$ cat config.mk
export PLATFORM = sky130hd
export DESIGN_NAME = board_reset_ctrl
export DESIGN_NICKNAME = d
export VERILOG_FILES = /design/src/rtl/board_pkg.sv /design/src/rtl/btn_debounce.sv /design/src/rtl/board_reset_ctrl.sv
export SDC_FILE = /design/constraint.sdc
export NUM_CORES = 1
export LEC_CHECK = 0
export ABC_AREA = 1
export BUFFER_PORTS_ARGS = -buffer_cell sky130_fd_sc_hd__clkbuf_2
export CAP_MARGIN = 10
export CORE_UTILIZATION = 25
export CTS_BUF_LIST = sky130_fd_sc_hd__clkbuf_4
export DETAILED_ROUTE_END_ITERATION = 10
export PLACE_DENSITY = 0.52
export SLEW_MARGIN = 20
export SYNTH_ARGS = -nofsm -noshare
export SYNTH_HDL_FRONTEND = slang
export SYNTH_SLANG_ARGS = --single-unit
$ cat constraint.sdc
create_clock -name clk_i -period 1.6 [get_ports clk_i]
set_input_delay 0.08 -clock clk_i [delete_from_list [all_inputs] [get_ports clk_i]]
set_output_delay 0.08 -clock clk_i [all_outputs]
set_load 0.01 [all_outputs]
$ cat src/rtl/board_pkg.sv
// Shared types and constants for the board reset sequencer and button conditioner.
package board_pkg;

  typedef enum logic [1:0] {
    WAIT_LOCK = 2'd0,
    HOLD      = 2'd1,
    RUN       = 2'd2
  } reset_state_t;

  localparam int MS_PER_S = 1000;

  // Counter width that never collapses to zero bits for tiny ranges.
  function automatic int cnt_width(input int n);
    return (n > 1) ? $clog2(n) : 1;
  endfunction

endpackage

$ cat src/rtl/btn_debounce.sv
// One button: 2-flop synchroniser, tick-based debounce counter, debounced level
// and one-cycle press/release pulses. DEBOUNCE_MS = 0 gives a plain register stage.
module btn_debounce
  import board_pkg::*;
#(
  parameter int DEBOUNCE_MS = 10,
  parameter bit ACTIVE_LOW  = 1'b1
) (
  input  logic clk_i,
  input  logic reset_n_i,
  input  logic tick_i,
  input  logic btn_i,
  output logic btn_o,
  output logic press_o,
  output logic release_o
);

  logic [1:0] sync;
  logic       pressed;

  // Synchroniser idles at the raw released level so reset never looks like a press.
  always_ff @(posedge clk_i or negedge reset_n_i) begin
    if (!reset_n_i) sync <= {2{ACTIVE_LOW}};
    else            sync <= {sync[0], btn_i};
  end

  assign pressed = sync[1] ^ ACTIVE_LOW;

  if (DEBOUNCE_MS == 0) begin : g_direct
    always_ff @(posedge clk_i or negedge reset_n_i) begin
      if (!reset_n_i) begin
        btn_o     <= 1'b0;
        press_o   <= 1'b0;
        release_o <= 1'b0;
      end else begin
        btn_o     <= pressed;
        press_o   <= pressed & ~btn_o;
        release_o <= ~pressed & btn_o;
      end
    end
  end else begin : g_debounce
    localparam int CW = cnt_width(DEBOUNCE_MS + 1);
    localparam logic [CW-1:0] CNT_MAX = CW'(DEBOUNCE_MS);

    logic [CW-1:0] cnt;

    // The level must survive DEBOUNCE_MS full ticks before the next tick commits it.
    always_ff @(posedge clk_i or negedge reset_n_i) begin
      if (!reset_n_i) begin
        cnt       <= '0;
        btn_o     <= 1'b0;
        press_o   <= 1'b0;
        release_o <= 1'b0;
      end else begin
        press_o   <= 1'b0;
        release_o <= 1'b0;
        if (pressed == btn_o) begin
          cnt <= '0;
        end else if (tick_i) begin
          if (cnt == CNT_MAX) begin
            cnt       <= '0;
            btn_o     <= pressed;
            press_o   <= pressed;
            release_o <= ~pressed;
          end else begin
            cnt <= cnt + 1'b1;
          end
        end
      end
    end
  end

endmodule

$ cat src/rtl/board_reset_ctrl.sv
// Board reset sequencer: merges PLL locks and a debounced reset button into one held reset.
// Optional RESET_CTRL_LOSS_COUNT_EN adds a saturating lock-loss counter output.
module board_reset_ctrl
  import board_pkg::*;
#(
  parameter int FREQ_HZ           = 40_000_000,
  parameter int NUM_LOCKS         = 2,
  parameter int NUM_BTNS          = 7,
  parameter int RESET_BTN         = 0,
  parameter int BTN_ACTIVE_LOW    = 1,
  parameter int DEBOUNCE_MS       = 10,
  parameter int RESET_HOLD_CYCLES = 1024
) (
  input  logic                 clk_i,
  input  logic                 reset_n_i,
  input  logic [NUM_LOCKS-1:0] locks_i,
  input  logic [NUM_BTNS-1:0]  btn_i,
  output logic                 reset_o,
  output logic [NUM_BTNS-1:0]  btn_o,
  output logic [NUM_BTNS-1:0]  btn_press_o,
  output logic [NUM_BTNS-1:0]  btn_release_o,
  output reset_state_t         state_o
`ifdef RESET_CTRL_LOSS_COUNT_EN
  ,
  output logic [7:0]           lock_loss_count_o
`endif
);

  localparam int TICK_DIV = FREQ_HZ / MS_PER_S;
  localparam int PW       = cnt_width(TICK_DIV);
  localparam int HW       = cnt_width(RESET_HOLD_CYCLES);
  localparam logic [PW-1:0] PRESC_MAX = PW'(TICK_DIV - 1);
  localparam logic [HW-1:0] HOLD_MAX  = HW'(RESET_HOLD_CYCLES - 1);

  logic [NUM_LOCKS-1:0] lock_s1, lock_s2;
  logic                 all_locked;
  logic [PW-1:0]        presc;
  logic                 tick;
  logic [HW-1:0]        hold_cnt;
  reset_state_t         state;
  logic                 reset_q;

  always_ff @(posedge clk_i or negedge reset_n_i) begin
    if (!reset_n_i) begin
      lock_s1 <= '0;
      lock_s2 <= '0;
    end else begin
      lock_s1 <= locks_i;
      lock_s2 <= lock_s1;
    end
  end

  assign all_locked = &lock_s2;

  assign tick = (presc == PRESC_MAX);

  always_ff @(posedge clk_i or negedge reset_n_i) begin
    if (!reset_n_i)  presc <= '0;
    else if (tick)   presc <= '0;
    else             presc <= presc + 1'b1;
  end

  for (genvar i = 0; i < NUM_BTNS; i++) begin : g_btn
    btn_debounce #(
      .DEBOUNCE_MS (DEBOUNCE_MS),
      .ACTIVE_LOW  (BTN_ACTIVE_LOW != 0)
    ) u_btn (
      .clk_i     (clk_i),
      .reset_n_i (reset_n_i),
      .tick_i    (tick),
      .btn_i     (btn_i[i]),
      .btn_o     (btn_o[i]),
      .press_o   (btn_press_o[i]),
      .release_o (btn_release_o[i])
    );
  end

  // reset_q is a flop kept equal to (state != RUN), so reset_o never glitches on a transition.
  always_ff @(posedge clk_i or negedge reset_n_i) begin
    if (!reset_n_i) begin
      state    <= WAIT_LOCK;
      hold_cnt <= '0;
      reset_q  <= 1'b1;
    end else begin
      case (state)
        WAIT_LOCK: begin
          hold_cnt <= '0;
          if (all_locked) state <= HOLD;
        end
        HOLD: begin
          if (!all_locked) begin
            state    <= WAIT_LOCK;
            hold_cnt <= '0;
          end else if (btn_o[RESET_BTN]) begin
            hold_cnt <= '0;
          end else if (hold_cnt == HOLD_MAX) begin
            state    <= RUN;
            hold_cnt <= '0;
            reset_q  <= 1'b0;
          end else begin
            hold_cnt <= hold_cnt + 1'b1;
          end
        end
        RUN: begin
          hold_cnt <= '0;
          if (!all_locked) begin
            state   <= WAIT_LOCK;
            reset_q <= 1'b1;
          end else if (btn_o[RESET_BTN]) begin
            state   <= HOLD;
            reset_q <= 1'b1;
          end
        end
        default: begin
          state    <= WAIT_LOCK;
          hold_cnt <= '0;
          reset_q  <= 1'b1;
        end
      endcase
    end
  end

  assign reset_o = reset_q;
  assign state_o = state;

`ifdef RESET_CTRL_LOSS_COUNT_EN
  logic [7:0] loss_cnt;

  always_ff @(posedge clk_i or negedge reset_n_i) begin
    if (!reset_n_i)
      loss_cnt <= 8'd0;
    else if (state == RUN && !all_locked && loss_cnt != 8'hFF)
      loss_cnt <= loss_cnt + 8'd1;
  end

  assign lock_loss_count_o = loss_cnt;
`endif

endmodule

## Yosys cells after proc, flatten, opt, wreduce, memory -nomap -nowiden

Index checks and enable logic that the tools add are counted.

- Add/sub/neg operators: 9
- Equal/unequal tests: 25
- Muxes and demuxes: 81
- Bitwise gates (word level): 15
- Reductions and logical operators: 18

Operators with widths:

| cell | count |
|---|---|
| two-way mux 4 bit | 21 |
| two-way mux 1 bit | 47 |
| two-way mux 10 bit | 4 |
| adder 4 x 1 -> 4 bit (second input constant) | 7 |
| equality test 4 bit (second input constant) | 7 |
| AND reduction 3 bit | 7 |
| adder 16 x 1 -> 16 bit (second input constant) | 1 |
| equality test 16 bit (second input constant) | 1 |
| two-way mux 16 bit | 1 |
| NOT 1 bit | 15 |
| nonzero test 2 bit | 7 |
| two-way mux 2 bit | 6 |
| adder 10 x 1 -> 10 bit (second input constant) | 1 |
| equality test 10 bit (second input constant) | 1 |
| != test 2 bit (second input constant) | 4 |
| equality test 1 bit | 7 |
| != test 3 bit (second input constant) | 2 |
| case mux 2 bit (3 select lines) | 1 |
| AND reduction 5 bit | 1 |
| AND reduction 4 bit | 1 |
| != test 3 x 2 -> 1 bit (second input constant) | 1 |
| case mux 1 bit (3 select lines) | 1 |
| equality test 2 x 1 -> 1 bit (second input constant) | 1 |
| equality test 2 bit (second input constant) | 1 |
| other kinds (2) | 2 |

- Flip-flop bits (word level): 96
- Input port bits: 11
- Output and inout bits: 24
- Word-level logic and storage cells: 189

## Longest topological paths before layout

- Word-level depth: 5
- Gate-level depth with buffers: 8
- Mapped depth without buffers: 8

## Cells and area by module

From an unflattened synthesis, not the netlist that was laid out.

- Cell total of the unflattened synthesis: 543
- Area, all modules: 4579.4 um^2

By module, submodules not included:

| module | times used | cells each | area an instance (um^2) | sequential area each (um^2) |
|---|---|---|---|---|
| btn_debounce | 7 | 49 | 419.2 | 227.7 |
| board_reset_ctrl | 1 | 200 | 1645.3 | 827.0 |

## Least setup slack after synthesis

Ideal clock, no wire load.

- Kind: register to register
- From: register presc[0]
- To: register g_btn[0].u_btn.g_debounce.cnt[2]
- Library setup time: 118 ps
- Arrival: 1271 ps
- Data required time: 1482 ps
- Slack: 211 ps
- Cell stages (with the launch flop): 8
- Path buffers: 1
- Clock period less this slack: 1389 ps
- Path through: dfrtp_1 ha_1 nand3_1 nor2_4 nand2_4 buf_6 nand3_1 nand2_1

- Longest elaborated chain between the ends: 2

RTL lines:

| what | line | source |
|---|---|---|
| from (decl) | board_reset_ctrl.sv:37 | `logic [PW-1:0] presc;` |
| from (signal assigned) | board_reset_ctrl.sv:60 | `else presc <= presc + 1'b1;` |
| equality test 16 bit | board_reset_ctrl.sv:55 | `assign tick = (presc == PRESC_MAX);` |
| nonzero test 2 bit (no source line) | -- |  |
| to (signal assigned) | btn_debounce.sv:66 | `cnt <= cnt + 1'b1;` |
| to (decl) | btn_debounce.sv:45 | `logic [CW-1:0] cnt;` |

Every way passes these cells.
A chain may end at the register's enable or synchronous reset.

## Worst setup path after layout

- From: register presc[0]
- To: register g_btn[1].u_btn.btn_o

- Longest elaborated chain between the ends: 2

RTL lines:

| what | line | source |
|---|---|---|
| equality test 16 bit | board_reset_ctrl.sv:55 |  |
| AND reduction 3 bit (no source line) | -- |  |
| to (signal assigned) | btn_debounce.sv:62 | `btn_o <= pressed;` |
| to (decl) | btn_debounce.sv:13 | `output logic btn_o,` |

Every way passes these cells.

==> out/metrics.yaml <==
critical_path:
  cpPeakStageDelay_ns: 0.40
  crit_cells: 7
  crit_fanout: 6
  cp_num_buf_inv: 1
  crit_path_top_delay_cell: "dfrtp_1"
  path_class: "reg2reg"
  cp-start-kind: "flop"
  reg2reg_slack_ns: 0.09
  cpMostUsedCell: "nand2_1"
  required_ns: 1.97
  cp-end-kind: "flop"
  r2r_cells: 7
  arrival_ns: 1.88
  critical_path.top_delay_family: "simple AND/OR/NAND/NOR gates"
  path_cells: "ha_2, nand3_1, nor2_4, buf_4, nand4_1, nand2_1, nand2_1"
power_and_ir_drop:
  ir_drop_mv: 0.266
  power_density_nw_per_um2: 742
  p_leak_nw: 2.72
synth:
  synth_top_area_cell: "dfrtp_1"
  synthMuxAreaShare_pct: 0
  synth_area_sq_um: 4880
  synthXorXnorAreaFrac_pct: 4.43
  synth_top_family_by_area: "simple AND/OR/NAND/NOR gates"
  synthSimpleGateAreaFrac_pct: 30.1
  ys_seq_area_share_pct: 49.6
  synth_edf_count: 0
  async_reset_ff_share_pct: 100
  netlist_instances: 545
  ys.flop_type: "dfrtp_1"
  synth_compound_area_share_pct: 2.95
  ys_warn_count: 0
  synth_fa_ha_area_share_pct: 4.10
  synth_area_per_cell_sq_um: 8.96
  synth_area_leaders: "dfrtp_1 (42%), dfstp_2 (8.1%), nand2_1 (7.8%), nor2_1 (5.8%), nand3_1 (5.7%)"
  netlist.area_leader.share_pct: 41.5
  ys_seq_elements: 96
  synth_cell_types: 31
  syn_nets: 572
grt:
  grt_usage_pct: 10.5
  grt_max_degree: 37
  grt_pass1_vias: 3481
  grt_first_pass_wirelength_mm: 16.7
  antenna_found_initial: 1
  gr-total-overflow: 0
timing:
  fin_skew_ns: 0.0217
  rsz0062_at_grt: "yes"
  slew_headroom_pct: 55.7
  holdWs_ns: 0.0601
  tightest_slew_ns: 0.660
  finalSetupViolations: 0
  period_share_pct: 94.4
  period_needed_ns: 1.51
  hold_violations: 0
  fmax_mhz: 662
  drv_slew: 0
detailed_routing:
  drt_iter0_drc: 142
  wire_per_inst_um: 11.3
  antenna_left: 0
  drc: 0
  vias: 3583
  drt_wl_total_mm: 9.66
  drt-pass1-iter-count: 4
  routed_via_density: 4.18
min_path:
  min_path_type: "in2async"
finish:
  syn_to_final_growth_pct: 16.4
  fillers: 2021
  nNetsFinal: 619
  fin_util_pct: 30.1
  layout-drive-gt1-share_pct: 22.6
  final_common_cell: "nand2_1"
  final_cell_mix: "nand2_1 (102), dfrtp_1 (81), nor2_1 (72), nand3_1 (56), inv_1 (44)"
clocking:
  clkLatencyLatePin_ns: 0.47
  clock_tree.buffer_depth: 2
  clock-sinks: 96
  clk_pin_slew_ns: 0.16
  htree_levels: 3
  cts_tree: "yes"
  clk_root_buffer_cell: "clkbuf_4"
  cts_made_buffers: 9
die:
  start_util_pct: 25.8
  coreArea_sq_um: 18900
  num_rows: 50
  die_y_um: 142
  die_w_um: 142
  dieArea_sq_um: 20100
  num_io_pins: 35
place:
  hpwl_mm: 6.67
  gp_congestion: 0.771
  port_buffers: 34
flow_run:
  drv_cap: 0
status:
  status: "complete, no violations"
-- report_power, final --
part / internal (W) / switching (W)
clock network: 0.000649 / 0.000857
registers: 0.00247 / 0.0000230
logic: 0.0000751 / 0.000136
-- cell usage after synthesis (2+ instances only) --
cell / count
a21oi_1: 15
buf_2: 3
buf_4: 21
buf_6: 6
dfrtp_1: 81
dfstp_2: 15
ha_1: 16
inv_1: 44
inv_2: 5
nand2_1: 102
nand2_2: 6
nand3_1: 56
nand3_2: 16
nand4_1: 25
nor2_1: 76
nor2_2: 5
nor2_4: 4
nor3_1: 8
nor3b_1: 2
o21ai_0: 4
o21ai_1: 5
xnor2_1: 7
xnor2_2: 2
xor2_1: 14
-- flip-flops by register name, indices dropped and copies added (netlist names) --
name and cells:
g_btn.u_btn.sync 14, g_btn.u_btn.release_o 7, reset_o 1, hold_cnt 10, state_o 2, lock_s1 2, lock_s2 2, presc 16
g_btn.u_btn.g_debounce.cnt 28, g_btn.u_btn.btn_o 7, g_btn.u_btn.press_o 7
-- per-layer routing --
layer	global-route usage (%)	routed length (um)	vias to the layer above
met3	3.44	342	8
met2	17.1	4420	39
li1	-	-	1852
met4	3.45	112	0
met1	13.1	4790	1684
met5	0	0	-
-- kinds of logic after synthesis --
kind of cell               count (synthesis)
buffers and inverters                     80
AOI/OAI and AO/OA                         27
and+or+nand+nor                          303
adders and majority gates                 16
DFF                                       96
xor gates and xnor gates                  23
-- layout make-up --
| type | count | area (sq um) | share of cell area [%] |
|---|---|---|---|
| Antenna cell | 1 | 2.50 | 0.0441 |
| Clock buffer | 9 | 67.6 | 1.19 |
| Clock inverter | 7 | 101 | 1.78 |
| Inverter | 49 | 186 | 3.28 |
| Multi-Input combinational cell | 369 | 2060 | 36.3 |
| Sequential cell | 96 | 2420 | 42.6 |
| Tap cell | 260 | 325 | 5.73 |
| Timing Repair Buffer | 67 | 513 | 9.03 |
-- worst paths after layout --
kind | from | end
min in group clk_i | btn_i[6] | g_btn[6].u_btn.sync[0]
min reg2reg | g_btn[5].u_btn.sync[0] | g_btn[5].u_btn.sync[1]
max | presc[0] | g_btn[1].u_btn.btn_o
min | reset_n_i | lock_s1[0]
max reg2reg | presc[0] | g_btn[1].u_btn.btn_o
max in group asynchronous | reset_n_i | g_btn[2].u_btn.sync[1]
-- metrics by stage --
step	std cells	total power [W]	TNS [ns]	setup slack, ns	area, sq um
4_1_cts	852	0.00432	-0.00625	-0.00625	5600
3_5_place_dp	826	0.00274	-0.0130	-0.0130	5320
2_1_floorplan	545	0.00263	0	0.211	4880
5_1_grt	858	0.00443	-0.0148	-0.00970	5680
3_3_place_gp	826	0.00274	0	0.0301	5320
6_report	858	0.00421	0	0.0894	5680
-- timing repair --
action	4_1_cts	5_1_grt
hold endpoints to repair	97	0
buffers inserted	0	4
setup endpoints to repair	4	45
gates resized for setup	2	9
pin swaps	0	7
hold buffers	10	0
cloned	0	1
No activity file was read; power rests on OpenSTA's default activity.
